File: src/rtl/spi_flash_responder_if.sv
// Pin and backing-memory bundle for spi_flash_responder.
// The master side drives the flash pins and memory read data; the slave side is the responder.
interface spi_flash_responder_if #(
  parameter int unsigned ADDR_BITS = 24
);
  logic                 flash_csb;
  logic                 flash_clk;
  logic                 flash_io0;
  logic                 flash_io1_out;
  logic                 flash_io1_oeb;
  logic                 mem_rd;
  logic [ADDR_BITS-1:0] mem_addr;
  logic [7:0]           mem_rdata;
  logic                 busy;
  logic                 cmd_err;

  modport master (
    output flash_csb, flash_clk, flash_io0, mem_rdata,
    input  flash_io1_out, flash_io1_oeb, mem_rd, mem_addr, busy, cmd_err
  );

  modport slave (
    input  flash_csb, flash_clk, flash_io0, mem_rdata,
    output flash_io1_out, flash_io1_oeb, mem_rd, mem_addr, busy, cmd_err
  );
endinterface

File: src/rtl/spi_flash_responder.sv
// Oversampled SPI flash read target backed by a byte-wide synchronous memory port.
// Define FAST_READ_EN to accept opcode 0x0B (fast read with 8 dummy clocks).
module spi_flash_responder #(
  parameter int unsigned ADDR_BITS   = 24,
  parameter int unsigned SYNC_STAGES = 2
) (
  input logic                   clk,
  input logic                   reset,
  spi_flash_responder_if.slave  io_bus
);

  localparam int unsigned CntW = $clog2(ADDR_BITS) + 1;

  typedef enum logic [2:0] {
    StIdle, StCmd, StAddr, StDummy, StData, StIgnore
  } state_e;

  state_e r_state, w_state_d;

  logic [SYNC_STAGES-1:0] r_csb_sync, r_sck_sync, r_io0_sync;
  logic                   r_sck_prev, r_armed, r_fast;
  logic [CntW-1:0]        r_cnt;
  logic [ADDR_BITS-1:0]   r_shift, r_mem_addr;
  logic [7:0]             r_tx, r_hold;
  logic [2:0]             r_tx_bit;
  logic                   r_tx_empty, r_mem_rd, r_rd_dly, r_io1;

  logic                 w_csb, w_sck, w_io0, w_sck_rise, w_sck_fall;
  logic                 w_last_byte_bit, w_last_addr_bit;
  logic [ADDR_BITS-1:0] w_shift_next;
  logic [7:0]           w_opcode, w_tx_cur, w_hold_cur;
  logic                 w_op_read, w_op_fast, w_op_quiet;
  logic                 w_busy, w_oeb, w_cmd_err;

  assign w_csb           = r_csb_sync[SYNC_STAGES-1];
  assign w_sck           = r_sck_sync[SYNC_STAGES-1];
  assign w_io0           = r_io0_sync[SYNC_STAGES-1];
  assign w_sck_rise      = w_sck & ~r_sck_prev;
  assign w_sck_fall      = ~w_sck & r_sck_prev;
  assign w_last_byte_bit = (r_cnt == CntW'(7));
  assign w_last_addr_bit = (r_cnt == CntW'(ADDR_BITS - 1));
  assign w_shift_next    = {r_shift[ADDR_BITS-2:0], w_io0};
  assign w_opcode        = w_shift_next[7:0];
  // Read data returning this cycle bypasses the registers so a fast flash_clk still sees it.
  assign w_tx_cur        = (r_tx_empty && r_rd_dly) ? io_bus.mem_rdata : r_tx;
  assign w_hold_cur      = (!r_tx_empty && r_rd_dly) ? io_bus.mem_rdata : r_hold;

  always_comb begin
    w_op_read  = (w_opcode == 8'h03);
    w_op_fast  = 1'b0;
`ifdef FAST_READ_EN
    w_op_fast  = (w_opcode == 8'h0B);
`else
    w_op_fast  = 1'b0;
`endif
    w_op_quiet = (w_opcode == 8'hAB) || (w_opcode == 8'hFF);
  end

  always_ff @(posedge clk or posedge reset) begin
    if (reset) begin
      r_state <= StIdle;
    end else begin
      r_state <= w_state_d;
    end
  end

  always_comb begin
    w_state_d = r_state;
    unique case (r_state)
      StIdle:   if (r_armed && !w_csb) w_state_d = StCmd;
      StCmd:    if (w_sck_rise && w_last_byte_bit) begin
                  w_state_d = (w_op_read || w_op_fast) ? StAddr : StIgnore;
                end
      StAddr:   if (w_sck_rise && w_last_addr_bit) w_state_d = r_fast ? StDummy : StData;
      StDummy:  if (w_sck_rise && w_last_byte_bit) w_state_d = StData;
      default:  w_state_d = r_state;
    endcase
    // Deselect wins over any edge seen in the same cycle.
    if (r_state != StIdle && w_csb) w_state_d = StIdle;
  end

  always_comb begin
    w_busy    = (r_state != StIdle);
    w_oeb     = (r_state != StData);
    w_cmd_err = (r_state == StCmd) && !w_csb && w_sck_rise && w_last_byte_bit &&
                !(w_op_read || w_op_fast || w_op_quiet);
  end

  // csb sync resets low so a transfer already in flight at reset release is ignored until deselect.
  always_ff @(posedge clk or posedge reset) begin
    if (reset) begin
      r_csb_sync <= '0;
      r_sck_sync <= '0;
      r_io0_sync <= '0;
      r_sck_prev <= 1'b0;
      r_armed    <= 1'b0;
      r_fast     <= 1'b0;
      r_cnt      <= '0;
      r_shift    <= '0;
      r_mem_addr <= '0;
      r_mem_rd   <= 1'b0;
      r_rd_dly   <= 1'b0;
      r_tx       <= '0;
      r_hold     <= '0;
      r_tx_bit   <= '0;
      r_tx_empty <= 1'b1;
      r_io1      <= 1'b0;
    end else begin
      r_csb_sync <= {r_csb_sync[SYNC_STAGES-2:0], io_bus.flash_csb};
      r_sck_sync <= {r_sck_sync[SYNC_STAGES-2:0], io_bus.flash_clk};
      r_io0_sync <= {r_io0_sync[SYNC_STAGES-2:0], io_bus.flash_io0};
      r_sck_prev <= w_sck;
      r_rd_dly   <= r_mem_rd;
      r_mem_rd   <= 1'b0;
      if (w_csb) r_armed <= 1'b1;

      if (w_state_d == StIdle) begin
        r_cnt    <= '0;
        r_shift  <= '0;
        r_tx_bit <= '0;
      end else if (w_state_d != r_state) begin
        r_cnt <= '0;
      end else if (w_sck_rise &&
                   (r_state == StCmd || r_state == StAddr || r_state == StDummy)) begin
        r_cnt <= r_cnt + CntW'(1);
      end

      if (w_sck_rise && w_state_d != StIdle && (r_state == StCmd || r_state == StAddr)) begin
        r_shift <= w_shift_next;
      end

      if (r_state == StCmd && w_state_d == StAddr) r_fast <= w_op_fast;

      if (r_rd_dly) begin
        if (r_tx_empty) begin
          r_tx       <= io_bus.mem_rdata;
          r_tx_empty <= 1'b0;
        end else begin
          r_hold <= io_bus.mem_rdata;
        end
      end

      if (r_state == StAddr && (w_state_d == StData || w_state_d == StDummy)) begin
        r_mem_addr <= w_shift_next;
        r_mem_rd   <= 1'b1;
        r_tx_empty <= 1'b1;
        r_tx_bit   <= '0;
      end

      if (r_state == StData && w_state_d == StData && w_sck_fall) begin
        r_io1      <= w_tx_cur[7];
        r_tx_empty <= 1'b0;
        r_tx       <= (r_tx_bit == 3'd7) ? w_hold_cur : {w_tx_cur[6:0], 1'b0};
        r_tx_bit   <= r_tx_bit + 3'd1;
        if (r_tx_bit == 3'd0) begin
          r_mem_addr <= r_mem_addr + ADDR_BITS'(1);
          r_mem_rd   <= 1'b1;
        end
      end
    end
  end

  assign io_bus.flash_io1_out = r_io1;
  assign io_bus.flash_io1_oeb = w_oeb;
  assign io_bus.mem_rd        = r_mem_rd;
  assign io_bus.mem_addr      = r_mem_addr;
  assign io_bus.busy          = w_busy;
  assign io_bus.cmd_err       = w_cmd_err;

endmodule

File: src/flat_wrapper.sv
// flat-port wrapper written by rule: the top's interface ports become plain ports
module spi_flash_responder_flat 
#(
  parameter int unsigned ADDR_BITS   = 24,
  parameter int unsigned SYNC_STAGES = 2
)
  (clk, reset, io_bus_flash_csb, io_bus_flash_clk, io_bus_flash_io0, io_bus_mem_rdata, io_bus_flash_io1_out, io_bus_flash_io1_oeb, io_bus_mem_rd, io_bus_mem_addr, io_bus_busy, io_bus_cmd_err);
  spi_flash_responder_if #(.ADDR_BITS(ADDR_BITS)) io_bus_i ();
  input logic clk;
  input logic reset;
  input wire logic [$bits(io_bus_i.flash_csb)-1:0] io_bus_flash_csb;
  input wire logic [$bits(io_bus_i.flash_clk)-1:0] io_bus_flash_clk;
  input wire logic [$bits(io_bus_i.flash_io0)-1:0] io_bus_flash_io0;
  input wire logic [$bits(io_bus_i.mem_rdata)-1:0] io_bus_mem_rdata;
  output wire logic [$bits(io_bus_i.flash_io1_out)-1:0] io_bus_flash_io1_out;
  output wire logic [$bits(io_bus_i.flash_io1_oeb)-1:0] io_bus_flash_io1_oeb;
  output wire logic [$bits(io_bus_i.mem_rd)-1:0] io_bus_mem_rd;
  output wire logic [$bits(io_bus_i.mem_addr)-1:0] io_bus_mem_addr;
  output wire logic [$bits(io_bus_i.busy)-1:0] io_bus_busy;
  output wire logic [$bits(io_bus_i.cmd_err)-1:0] io_bus_cmd_err;
  assign io_bus_i.flash_csb = io_bus_flash_csb;
  assign io_bus_i.flash_clk = io_bus_flash_clk;
  assign io_bus_i.flash_io0 = io_bus_flash_io0;
  assign io_bus_i.mem_rdata = io_bus_mem_rdata;
  assign io_bus_flash_io1_out = io_bus_i.flash_io1_out;
  assign io_bus_flash_io1_oeb = io_bus_i.flash_io1_oeb;
  assign io_bus_mem_rd = io_bus_i.mem_rd;
  assign io_bus_mem_addr = io_bus_i.mem_addr;
  assign io_bus_busy = io_bus_i.busy;
  assign io_bus_cmd_err = io_bus_i.cmd_err;
  spi_flash_responder #(.ADDR_BITS(ADDR_BITS), .SYNC_STAGES(SYNC_STAGES)) u_core (.clk(clk), .reset(reset), .io_bus(io_bus_i));
endmodule
File: config.mk
export PLATFORM = sky130hd
export DESIGN_NAME = spi_flash_responder_flat
export DESIGN_NICKNAME = d
export VERILOG_FILES = /design/src/rtl/spi_flash_responder_if.sv /design/src/rtl/spi_flash_responder.sv /design/src/flat_wrapper.sv
export SDC_FILE = /design/constraint.sdc
export NUM_CORES = 1
export LEC_CHECK = 0
export CAP_MARGIN = 15
export CORE_MARGIN = 1.5
export CORE_UTILIZATION = 57
export CTS_CLUSTER_SIZE = 20
export DETAILED_ROUTE_END_ITERATION = 6
export PLACE_DENSITY = 0.82
export REMOVE_ABC_BUFFERS = 1
export SLEW_MARGIN = 20
export SYNTH_ARGS = -nofsm -noshare
export SYNTH_HDL_FRONTEND = slang
export SYNTH_SLANG_ARGS = --single-unit
File: constraint.sdc
create_clock -name clk -period 3.2 [get_ports clk]
set_clock_uncertainty 0.1 [all_clocks]
set_input_delay 0.64 -clock clk [delete_from_list [all_inputs] [get_ports clk]]
set_output_delay 0.64 -clock clk [all_outputs]
set_load 0.05 [all_outputs]
; Word level (Yosys, flattened, before mapping)
; Cells that the tools add are included.
[totals]
reg_bits = 87
out_inout_bits = 29
input_bits = 13
wordCells = 105
[classes]
n_mux = 30
n_eq_ne = 14
n_bitwise = 5
reduce_logical = 37
n_addsub = 3
[op_table]
columns = op, n
row1 = $mux 24, 3
row2 = $mux 8, 6
row3 = $mux 23, 2
row4 = $mux 3, 9
row5 = $add 24x1->24 const B, 1
row6 = $mux 6, 3
row7 = $eq 8x8->1 const B, 2
row8 = $logic_and 1x1->1, 16
row9 = $reduce_bool 3->1, 5
row10 = $pmux 3 s4, 1
row11 = $eq 3x2->1 const B, 3
row12 = $eq 3x3->1 const B, 3
row13 = $logic_not 3->1, 3
row14 = $eq 8x2->1 const B, 1
row15 = $add 6x1->6 const B, 1
row16 = $eq 6x3->1 const B, 1
row17 = $eq 6x5->1 const B, 1
row18 = $mux 1, 6
row19 = $reduce_bool 2->1, 3
row20 = $logic_or 1x1->1, 5
row21 = $reduce_and 2->1, 2
row22 = $add 3x1->3 const B, 1
row23 = $eq 3x1->1 const B, 1
row24 = $logic_not 1->1, 3
row25 = 4 further kinds, 7

; Logic depth before layout (Yosys ltp)
; Gate-level depths: netlist of run 1.
[logic_depth]
word_depth = 12
ltp_mapped = 9
ltp_nobuf = 7

; Worst setup path before layout of run 1
; OpenSTA, ideal clock, no wires.
[synth_path]
kind = reg2out
from = register u_core.r_cnt[0]
to = output io_bus_cmd_err
n_path_buf = 0
stages_incl_launch_ff = 6
arrival_ns = 2.644
slack_ns = -0.184
required_time_ns = 2.460
path_cell_list = dfrtp_1 > ha_1 > nand4bb_2 > nor4b_2 > nand2_1 > nor4_1
[synth_via]
elab_chain_len = 3
[synth_rtl]
columns = element, line_no
row1 = from (decl), spi_flash_responder.sv:22  ; logic [CntW-1:0] r_cnt;
row2 = from (signal assigned), spi_flash_responder.sv:125  ; r_cnt <= r_cnt + CntW'(1);
row3 = $eq 6x3->1, spi_flash_responder.sv:40  ; assign w_last_byte_bit = (r_cnt == CntW'(7));
row4 = $logic_and 1x1->1 (2 in a row), spi_flash_responder.sv:85  ; w_cmd_err = (r_state == StCmd) && !w_csb && w_sck_rise && w_last_byte_bit &&
row5 = to (decl), flat_wrapper.sv:20  ; output wire logic [$bits(io_bus_i.cmd_err)-1:0] io_bus_cmd_err;
; No other way between the ends.

; Worst setup path after layout of run 1
; Ends and elaborated chain as after synthesis.

==> results of run 1 <==
[metrics by stage]
| step | utilization | setup TNS [ps] |
|---|---|---|
| 3_5_place_dp | 0.6633 | 0 |
| 5_1_grt | 0.6907 | 0 |
| 4_1_cts | 0.6907 | 0 |
| 3_3_place_gp | 0.6633 | 0 |
| 2_1_floorplan | - | -183.8 |
| 6_report | 0.6907 | 0 |
[worst paths after layout]
| path | start | endpoint | depth (start not counted) |
|---|---|---|---|
| max | u_core.r_cnt[0]$_DFFE_PP0P_ | io_bus_cmd_err | 6 |
| min | u_core.r_csb_sync[0]$_DFF_PP0_ | u_core.r_csb_sync[1]$_DFF_PP0_ | 0 |
| max reg2reg | u_core.r_cnt[0]$_DFFE_PP0P_ | u_core.r_shift[5]$_DFFE_PP0P_ | 7 |
| min reg2reg | u_core.r_csb_sync[0]$_DFF_PP0_ | u_core.r_csb_sync[1]$_DFF_PP0_ | 0 |
| max in group asynchronous | reset | u_core.r_state[2]$_DFF_PP0_ | 3 |
| min in group asynchronous | reset | u_core.io_bus.mem_addr[16]$_DFF_PP0_ | 3 |
[where the power goes]
part           internal [mW]  switching (mW)
combinational         0.0374          0.0568
sequential              1.11         0.00982
clock                  0.361           0.399
total                   1.51           0.466
[registers in the layout, indices dropped and copies added (netlist names), 2 cells and up]
signal and count:
u_core.io_bus.mem_addr 24, u_core.r_shift 23, u_core.r_hold 8, u_core.r_tx 8, u_core.r_cnt 6, u_core.r_state 3, u_core.r_tx_bit 3, u_core.r_csb_sync 2
u_core.r_io0_sync 2, u_core.r_sck_sync 2
[synth_stat cells (2+ instances only)]
| cell | count |
|---|---|
| sky130_fd_sc_hd__or3_1 | 5 |
| sky130_fd_sc_hd__mux2i_1 | 48 |
| sky130_fd_sc_hd__nor4_1 | 5 |
| sky130_fd_sc_hd__a31oi_1 | 5 |
| sky130_fd_sc_hd__and4_1 | 3 |
| sky130_fd_sc_hd__and2_1 | 2 |
| sky130_fd_sc_hd__nor2b_1 | 2 |
| sky130_fd_sc_hd__nand4_1 | 10 |
| sky130_fd_sc_hd__a211oi_1 | 4 |
| sky130_fd_sc_hd__buf_6 | 2 |
| sky130_fd_sc_hd__nor4b_2 | 2 |
| sky130_fd_sc_hd__xor2_1 | 4 |
| sky130_fd_sc_hd__or2_2 | 2 |
| sky130_fd_sc_hd__o21a_1 | 2 |
| sky130_fd_sc_hd__nor3_1 | 15 |
| sky130_fd_sc_hd__o21ai_0 | 17 |
| sky130_fd_sc_hd__buf_1 | 2 |
| sky130_fd_sc_hd__and3_1 | 7 |
| sky130_fd_sc_hd__buf_2 | 6 |
| sky130_fd_sc_hd__dfrtp_1 | 86 |
| sky130_fd_sc_hd__o21bai_1 | 4 |
| sky130_fd_sc_hd__xnor2_1 | 3 |
| sky130_fd_sc_hd__ha_1 | 5 |
| sky130_fd_sc_hd__nand4b_1 | 2 |
| sky130_fd_sc_hd__nand3_1 | 21 |
| sky130_fd_sc_hd__inv_1 | 14 |
| sky130_fd_sc_hd__clkbuf_1 | 11 |
| sky130_fd_sc_hd__and3b_1 | 3 |
| sky130_fd_sc_hd__o22ai_1 | 6 |
| sky130_fd_sc_hd__a22oi_1 | 2 |
| sky130_fd_sc_hd__nand2_1 | 26 |
| sky130_fd_sc_hd__o221a_2 | 5 |
| sky130_fd_sc_hd__nand2b_1 | 3 |
| sky130_fd_sc_hd__a21oi_1 | 24 |
| sky130_fd_sc_hd__nor2_1 | 51 |
[worst max-delay path: stages, from the launching register on]
cell and delay (ps):
sky130_fd_sc_hd__dfrtp_1 400, sky130_fd_sc_hd__ha_1 250, sky130_fd_sc_hd__nand4bb_2 190, sky130_fd_sc_hd__nor4b_2 400, sky130_fd_sc_hd__nand2_1 130, sky130_fd_sc_hd__nor4_2 400
sky130_fd_sc_hd__buf_12 190
[metal layers]
metal  track usage  part of all wire  vias up  wire length [um]
li1              -                 -     1639                 -
met1        0.3453              0.45     1751              4406
met2        0.3910              0.48      120              4654
met3       0.03283             0.052       20               510
met4        0.1019             0.019        0               181
met5             0                 0        -                 0
[logic make-up after synthesis]
family	share of synthesized area
fa+ha+maj	0.01435
mux	0.1128
flops	0.4996
simple gates	0.2003
buf+inv	0.03702
xor+xnor	0.01406
compound gates	0.1220
[cell type report]
| type | count | area (um2) | area share |
|---|---|---|---|
| clock buffer | 9 | 123.9 | 0.02446 |
| clock inverter | 6 | 71.32 | 0.01408 |
| inverter | 14 | 53.80 | 0.01063 |
| multi-input combinational | 309 | 2027 | 0.4003 |
| sequential | 87 | 2178 | 0.4302 |
| tap | 99 | 123.9 | 0.02446 |
| timing repair buffer | 48 | 485.5 | 0.09587 |
==> impl_table.tex, run 1 <==
\begin{tabular}{lr}
\hline
Metric & Value \\
\hline
\multicolumn{2}{l}{\textbf{Run}} \\
\quad Max Cap Viol & 0 \\
\multicolumn{2}{l}{\textbf{Floorplan}} \\
\quad Number of placement rows & 31 \\
\quad Boundary pin count & 42 \\
\quad CORE AREA & 7331 um2 \\
\quad Vertical die dimension & 90.47 um \\
\quad Initial cell density of the core & 0.5948 \\
\quad Floorplan die area & 8184 um2 \\
\quad Horizontal extent of the die & 90.47 um \\
\multicolumn{2}{l}{\textbf{Final layout}} \\
\quad Share of layout cells above drive strength 1 & 0.09302 \\
\quad Commonest cells after routing, fill and taps aside & 86 x sky130\_fd\_sc\_hd\_\_dfrtp\_1, 51 x sky130\_fd\_sc\_hd\_\_nor2\_1, 48 x sky130\_fd\_sc\_hd\_\_mux2i\_1 \\
\quad Fillcell total & 548 \\
\quad Most frequent standard cell in the layout excluding fill and tap cells & sky130\_fd\_sc\_hd\_\_dfrtp\_1 \\
\quad Layout Cell Area excl Fill & 5064 um2 \\
\quad Post-Layout Cell Count & 572 \\
\quad Area overhead of the layout relative to synthesis & 16.13\% \\
\quad Number of antenna cells inserted & 0 \\
\quad Nets & 487 \\
\multicolumn{2}{l}{\textbf{Logic synthesis}} \\
\quad Distinct cells, synth & 58 \\
\quad Fraction of synthesis flops using an asynchronous set or reset pin & 1.000 \\
\quad Cells after Synth & 432 \\
\quad Cells taking the most area after synthesis & sky130\_fd\_sc\_hd\_\_dfrtp\_1 49\%, sky130\_fd\_sc\_hd\_\_mux2i\_1 11\%, sky130\_fd\_sc\_hd\_\_nor2\_1 4.4\%, sky130\_fd\_sc\_hd\_\_a21oi\_1 2.8\%, sky130\_fd\_sc\_hd\_\_nand3\_1 2.4\% \\
\quad Top cell type by total area after synthesis & sky130\_fd\_sc\_hd\_\_dfrtp\_1 \\
\quad EDFF count, synth & 0 \\
\quad Number of synthesized register bits & 87 \\
\quad Post-synthesis sequential area ratio & 0.4996 \\
\quad Post-synthesis instance area & 4360 um2 \\
\quad Per-instance average area after synthesis & 10.09 um2 \\
\quad Fraction of synthesized cell area taken by the top area cell type & 0.4935 \\
\quad Total of warnings raised by yosys & 0 \\
\quad Most used flip-flop cell after synthesis & sky130\_fd\_sc\_hd\_\_dfrtp\_1 \\
\multicolumn{2}{l}{\textbf{Global route}} \\
\quad Overall fraction of global-route tracks in use & 0.2475 \\
\quad Overall overflow remaining after global route & 0 \\
\quad Pin count of the biggest net entering global routing & 88 \\
\quad Initial antenna violation count & 0 \\
\quad Wire length of the first global-routing pass & 16,290 um \\
\quad Via count of the first global-routing pass & 3,473 \\
\multicolumn{2}{l}{\textbf{Clock network}} \\
\quad Worst-case clock buffer depth & 2 \\
\quad Total CTS buffers & 9 \\
\quad Register clock-pin slew on the reported worst setup and hold paths & 80 ps \\
\quad TritonCTS clock tree & done \\
\quad Number of buffers inserted by hold repair at cts & 0 \\
\quad Post-CTS setup-driven buffer insertion count & 0 \\
\quad CTS root buf & sky130\_fd\_sc\_hd\_\_clkbuf\_8 \\
\quad Insertion delay to the later sink of the worst-skew pair & 360 ps \\
\quad Number of sinks on the clock net & 87 \\
\quad CTS HTree Levels & 3 \\
\quad Post-cts sizing count & 1 \\
\multicolumn{2}{l}{\textbf{Power and ir drop}} \\
\quad Maximum ir drop on the vdd rail & 0.0002102 V \\
\quad Design Power & 1.973 mW \\
\quad LEAKAGE & 2.351 nW \\
\quad Ratio of total power to cell area & 389.7 nW/um2 \\
\multicolumn{2}{l}{\textbf{Critical path}} \\
\quad Arrival @ worst endpoint & 2320 ps \\
\quad CP Class & reg2out \\
\quad Setup slack, reg-to-reg & 560 ps \\
\quad Critical path launch point type & register \\
\quad Type of destination of the critical path & primary output \\
\quad Crit-path max FO & 4 \\
\quad CP required & 2460 ps \\
\multicolumn{2}{l}{\textbf{Placement}} \\
\quad Placed wire-length estimate after detailed placement & 6434 um \\
\quad Number of port buffers & 41 \\
\quad Post-placement setup slack & 440.2 ps \\
\quad Standard cell area after detailed placement & 4862 um2 \\
\quad Total instance count after detailed placement & 557 \\
\quad Last weighted congestion value of the routability-driven placer & 0.8078 \\
\multicolumn{2}{l}{\textbf{Timing}} \\
\quad Worst Hold Margin & 254.2 ps \\
\quad Slew Viols, Final & 0 \\
\quad Crit share post-route & 0.9573 \\
\quad Max transition margin & 0.3737 \\
\quad Hold Fails Final Rpt & 0 \\
\quad Crit path time final & 3063 ps \\
\quad Number of endpoints failing setup at the final stage & 0 \\
\quad Final critical-path setup slack & 136.8 ps \\
\quad Transition at the pin with the smallest max-transition slack & 937.5 ps \\
\quad Max Clock Freq & 0.3265 GHz \\
\quad Unrepaired setup endpoints after global routing & false \\
\multicolumn{2}{l}{\textbf{Routing}} \\
\quad Via density & 6.171 \\
\quad DR iter-0 viols & 263 \\
\quad Antenna viol nets, final & 0 \\
\quad Wire per inst & 17.05 um \\
\quad Detailed-route wire length & 9752 um \\
\quad DRC errors left & 0 \\
\quad Router iterations before antenna repair & 6 \\
\quad Routed vias & 3,530 \\
\multicolumn{2}{l}{\textbf{Outcome}} \\
\quad Run status & finished, final reports clean \\
\multicolumn{2}{l}{\textbf{Min path}} \\
\quad Type of the worst min-delay path & reg2reg \\
\hline
\end{tabular}
No activity file was read; power rests on OpenSTA's default activity.
==> run 2, diff against run 1 <==
--- a/config.mk
+++ b/config.mk
@@ -12,7 +12,9 @@
 export DETAILED_ROUTE_END_ITERATION = 6
 export PLACE_DENSITY = 0.82
 export REMOVE_ABC_BUFFERS = 1
+export SETUP_SLACK_MARGIN = 0.2
 export SLEW_MARGIN = 20
 export SYNTH_ARGS = -nofsm -noshare
 export SYNTH_HDL_FRONTEND = slang
 export SYNTH_SLANG_ARGS = --single-unit
+export TNS_END_PERCENT = 50
==> run 2 against run 1 <==
  * Register-to-register slack about the same
  * Global-route usage is essentially flat
  * Sequential power hardly changed
  * Fmax is 5.9% higher
  * Non-clock buffer count is 2 higher
  * Core utilization up 0.48 points
  * Sequential cell count is the same
  * Die area is the same
  * Worst hold slack barely moved
  * Largest cell class unchanged
==> impl_table.tex, run 2 (synthesis gave the netlist of run 1 again) <==
\begin{tabular}{lr}
\hline
Metric & Value \\
\hline
\multicolumn{2}{l}{\textbf{Final layout}} \\
\quad Commonest cells after routing, fill and taps aside & 86 x sky130\_fd\_sc\_hd\_\_dfrtp\_1, 51 x sky130\_fd\_sc\_hd\_\_nor2\_1, 48 x sky130\_fd\_sc\_hd\_\_mux2i\_1 \\
\quad Number of antenna cells inserted & 0 \\
\quad Area overhead of the layout relative to synthesis & 16.93\% \\
\quad Max reg flops & 24 \\
\quad Fillcell total & 550 \\
\quad Share of layout cells above drive strength 1 & 0.09895 \\
\quad Most frequent standard cell in the layout excluding fill and tap cells & sky130\_fd\_sc\_hd\_\_dfrtp\_1 \\
\quad Nets & 489 \\
\multicolumn{2}{l}{\textbf{Critical path}} \\
\quad Type of destination of the critical path & primary output \\
\quad CP Class & reg2out \\
\quad CP required & 2460 ps \\
\quad Crit-path max FO & 4 \\
\quad Critical path launch point type & register \\
\quad Arrival @ worst endpoint & 2150 ps \\
\multicolumn{2}{l}{\textbf{Global route}} \\
\quad Overall overflow remaining after global route & 0 \\
\quad Met3 global-route usage & 0.03535 \\
\quad Wire length of the first global-routing pass & 16,300 um \\
\quad Initial antenna violation count & 0 \\
\quad Met1 layer usage reported by global route & 0.3442 \\
\quad Global route hottest layer & met2 \\
\quad Overall fraction of global-route tracks in use & 0.2477 \\
\quad Pin count of the biggest net entering global routing & 88 \\
\quad Via count of the first global-routing pass & 3,482 \\
\quad Met2 layer usage reported by global route & 0.3910 \\
\multicolumn{2}{l}{\textbf{Timing}} \\
\quad Max transition margin & 0.3665 \\
\quad Number of endpoints failing setup at the final stage & 0 \\
\quad Worst Hold Margin & 254.1 ps \\
\quad Slew Viols, Final & 0 \\
\quad Crit share post-route & 0.9038 \\
\quad Unrepaired setup endpoints after global routing & false \\
\quad Max Clock Freq & 0.3458 GHz \\
\quad Crit path time final & 2892 ps \\
\quad Hold Fails Final Rpt & 0 \\
\quad Transition at the pin with the smallest max-transition slack & 948.3 ps \\
\multicolumn{2}{l}{\textbf{Routing}} \\
\quad Router iterations before antenna repair & 5 \\
\quad Wire per inst & 16.96 um \\
\quad Detailed-route wire length & 9735 um \\
\quad DRC errors left & 0 \\
\quad Routed vias & 3,523 \\
\quad DR iter-0 viols & 273 \\
\quad Via density & 6.138 \\
\quad Antenna viol nets, final & 0 \\
\multicolumn{2}{l}{\textbf{Power and ir drop}} \\
\quad LEAKAGE & 2.362 nW \\
\quad Maximum ir drop on the vdd rail & 0.0002098 V \\
\quad Ratio of total power to cell area & 387.2 nW/um2 \\
\quad Design Power & 1.974 mW \\
\multicolumn{2}{l}{\textbf{Floorplan}} \\
\quad Initial cell density of the core & 0.5948 \\
\quad Boundary pin count & 42 \\
\quad Horizontal extent of the die & 90.47 um \\
\quad CORE AREA & 7331 um2 \\
\quad Vertical die dimension & 90.47 um \\
\quad Floorplan die area & 8184 um2 \\
\quad Number of placement rows & 31 \\
\multicolumn{2}{l}{\textbf{Clock network}} \\
\quad TritonCTS clock tree & done \\
\quad CTS root buf & sky130\_fd\_sc\_hd\_\_clkbuf\_8 \\
\quad Register clock-pin slew on the reported worst setup and hold paths & 80 ps \\
\quad Total CTS buffers & 9 \\
\quad Worst-case clock buffer depth & 2 \\
\quad Insertion delay to the later sink of the worst-skew pair & 360 ps \\
\quad Number of sinks on the clock net & 87 \\
\quad Number of buffers inserted by hold repair at cts & 0 \\
\quad CTS HTree Levels & 3 \\
\multicolumn{2}{l}{\textbf{Placement}} \\
\quad Number of port buffers & 41 \\
\quad Last weighted congestion value of the routability-driven placer & 0.8078 \\
\quad Placed wire-length estimate after detailed placement & 6434 um \\
\multicolumn{2}{l}{\textbf{Outcome}} \\
\quad Run status & finished, final reports clean \\
\multicolumn{2}{l}{\textbf{Min path}} \\
\quad Type of the worst min-delay path & reg2reg \\
\multicolumn{2}{l}{\textbf{Run}} \\
\quad Max Cap Viol & 0 \\
\hline
\end{tabular}
## run 2: what timing repair did
action / 4_1_cts / 5_1_grt
pin swaps: 0 / 2
setup buffers: 0 / 2
endpoints found under the setup margin: 1 / 1
gates resized for setup: 2 / 2
## run 2: report_power, final
group | switching, mW | total [mW] | internal (mW)
combinational | 0.0574 | 0.0958 | 0.0383
sequential | 0.0101 | 1.12 | 1.11
clock | 0.398 | 0.759 | 0.361
total | 0.465 | 1.97 | 1.51
## run 2: routing by layer
| layer | share of wire | up-vias |
|---|---|---|
| li1 | - | 1641 |
| met1 | 0.44 | 1722 |
| met2 | 0.48 | 140 |
| met3 | 0.059 | 20 |
| met4 | 0.020 | 0 |
| met5 | 0 | - |
## run 2: worst paths after layout
kind | slack (ps) | cells past startpoint | from | end
worst max-delay path | 310 | 6 | u_core.r_cnt[1]$_DFFE_PP0P_ | io_bus_cmd_err
worst min-delay path | 250 | 0 | u_core.r_csb_sync[0]$_DFF_PP0_ | u_core.r_csb_sync[1]$_DFF_PP0_
worst max register to register | 570 | 7 | u_core.r_cnt[1]$_DFFE_PP0P_ | u_core.r_shift[4]$_DFFE_PP0P_
worst min register to register | 250 | 0 | u_core.r_csb_sync[0]$_DFF_PP0_ | u_core.r_csb_sync[1]$_DFF_PP0_
max in group asynchronous | 2050 | 3 | reset | u_core.r_csb_sync[0]$_DFF_PP0_
min in group asynchronous | 570 | 3 | reset | u_core.io_bus.mem_addr[16]$_DFF_PP0_
## run 2: final cells by class
type,count,area (um2),area share
Inverter,14,53.80,0.01055
Timing Repair Buffer,50,500.5,0.09816
Tap cell,99,123.9,0.02429
Sequential cell,87,2178,0.4272
Multi-Input combinational cell,309,2047,0.4015
Clock buffer,9,123.9,0.02429
Clock inverter,6,71.32,0.01399
## run 2: stage by stage
stage | instances | TNS, ps | setup slack, ps | instance area (um2) | utilization
global route | 574 | 0 | 195.0 | 5099 | 0.6955
global placement | 557 | 0 | 569.1 | 4862 | 0.6633
detailed placement | 557 | 0 | 440.2 | 4862 | 0.6633
finish | 574 | 0 | 308.0 | 5099 | 0.6955
CTS | 572 | 0 | 208.1 | 5072 | 0.6919
floorplan | 410 | -183.8 | -183.8 | 4252 | -
## run 2: worst max-delay path, stage by stage (launching register included)
cell and delay [ps]:
sky130_fd_sc_hd__dfrtp_1 400, sky130_fd_sc_hd__ha_2 240, sky130_fd_sc_hd__nand4bb_2 190, sky130_fd_sc_hd__nor4b_4 280
sky130_fd_sc_hd__nand2_1 140, sky130_fd_sc_hd__nor4_4 360, sky130_fd_sc_hd__buf_12 180
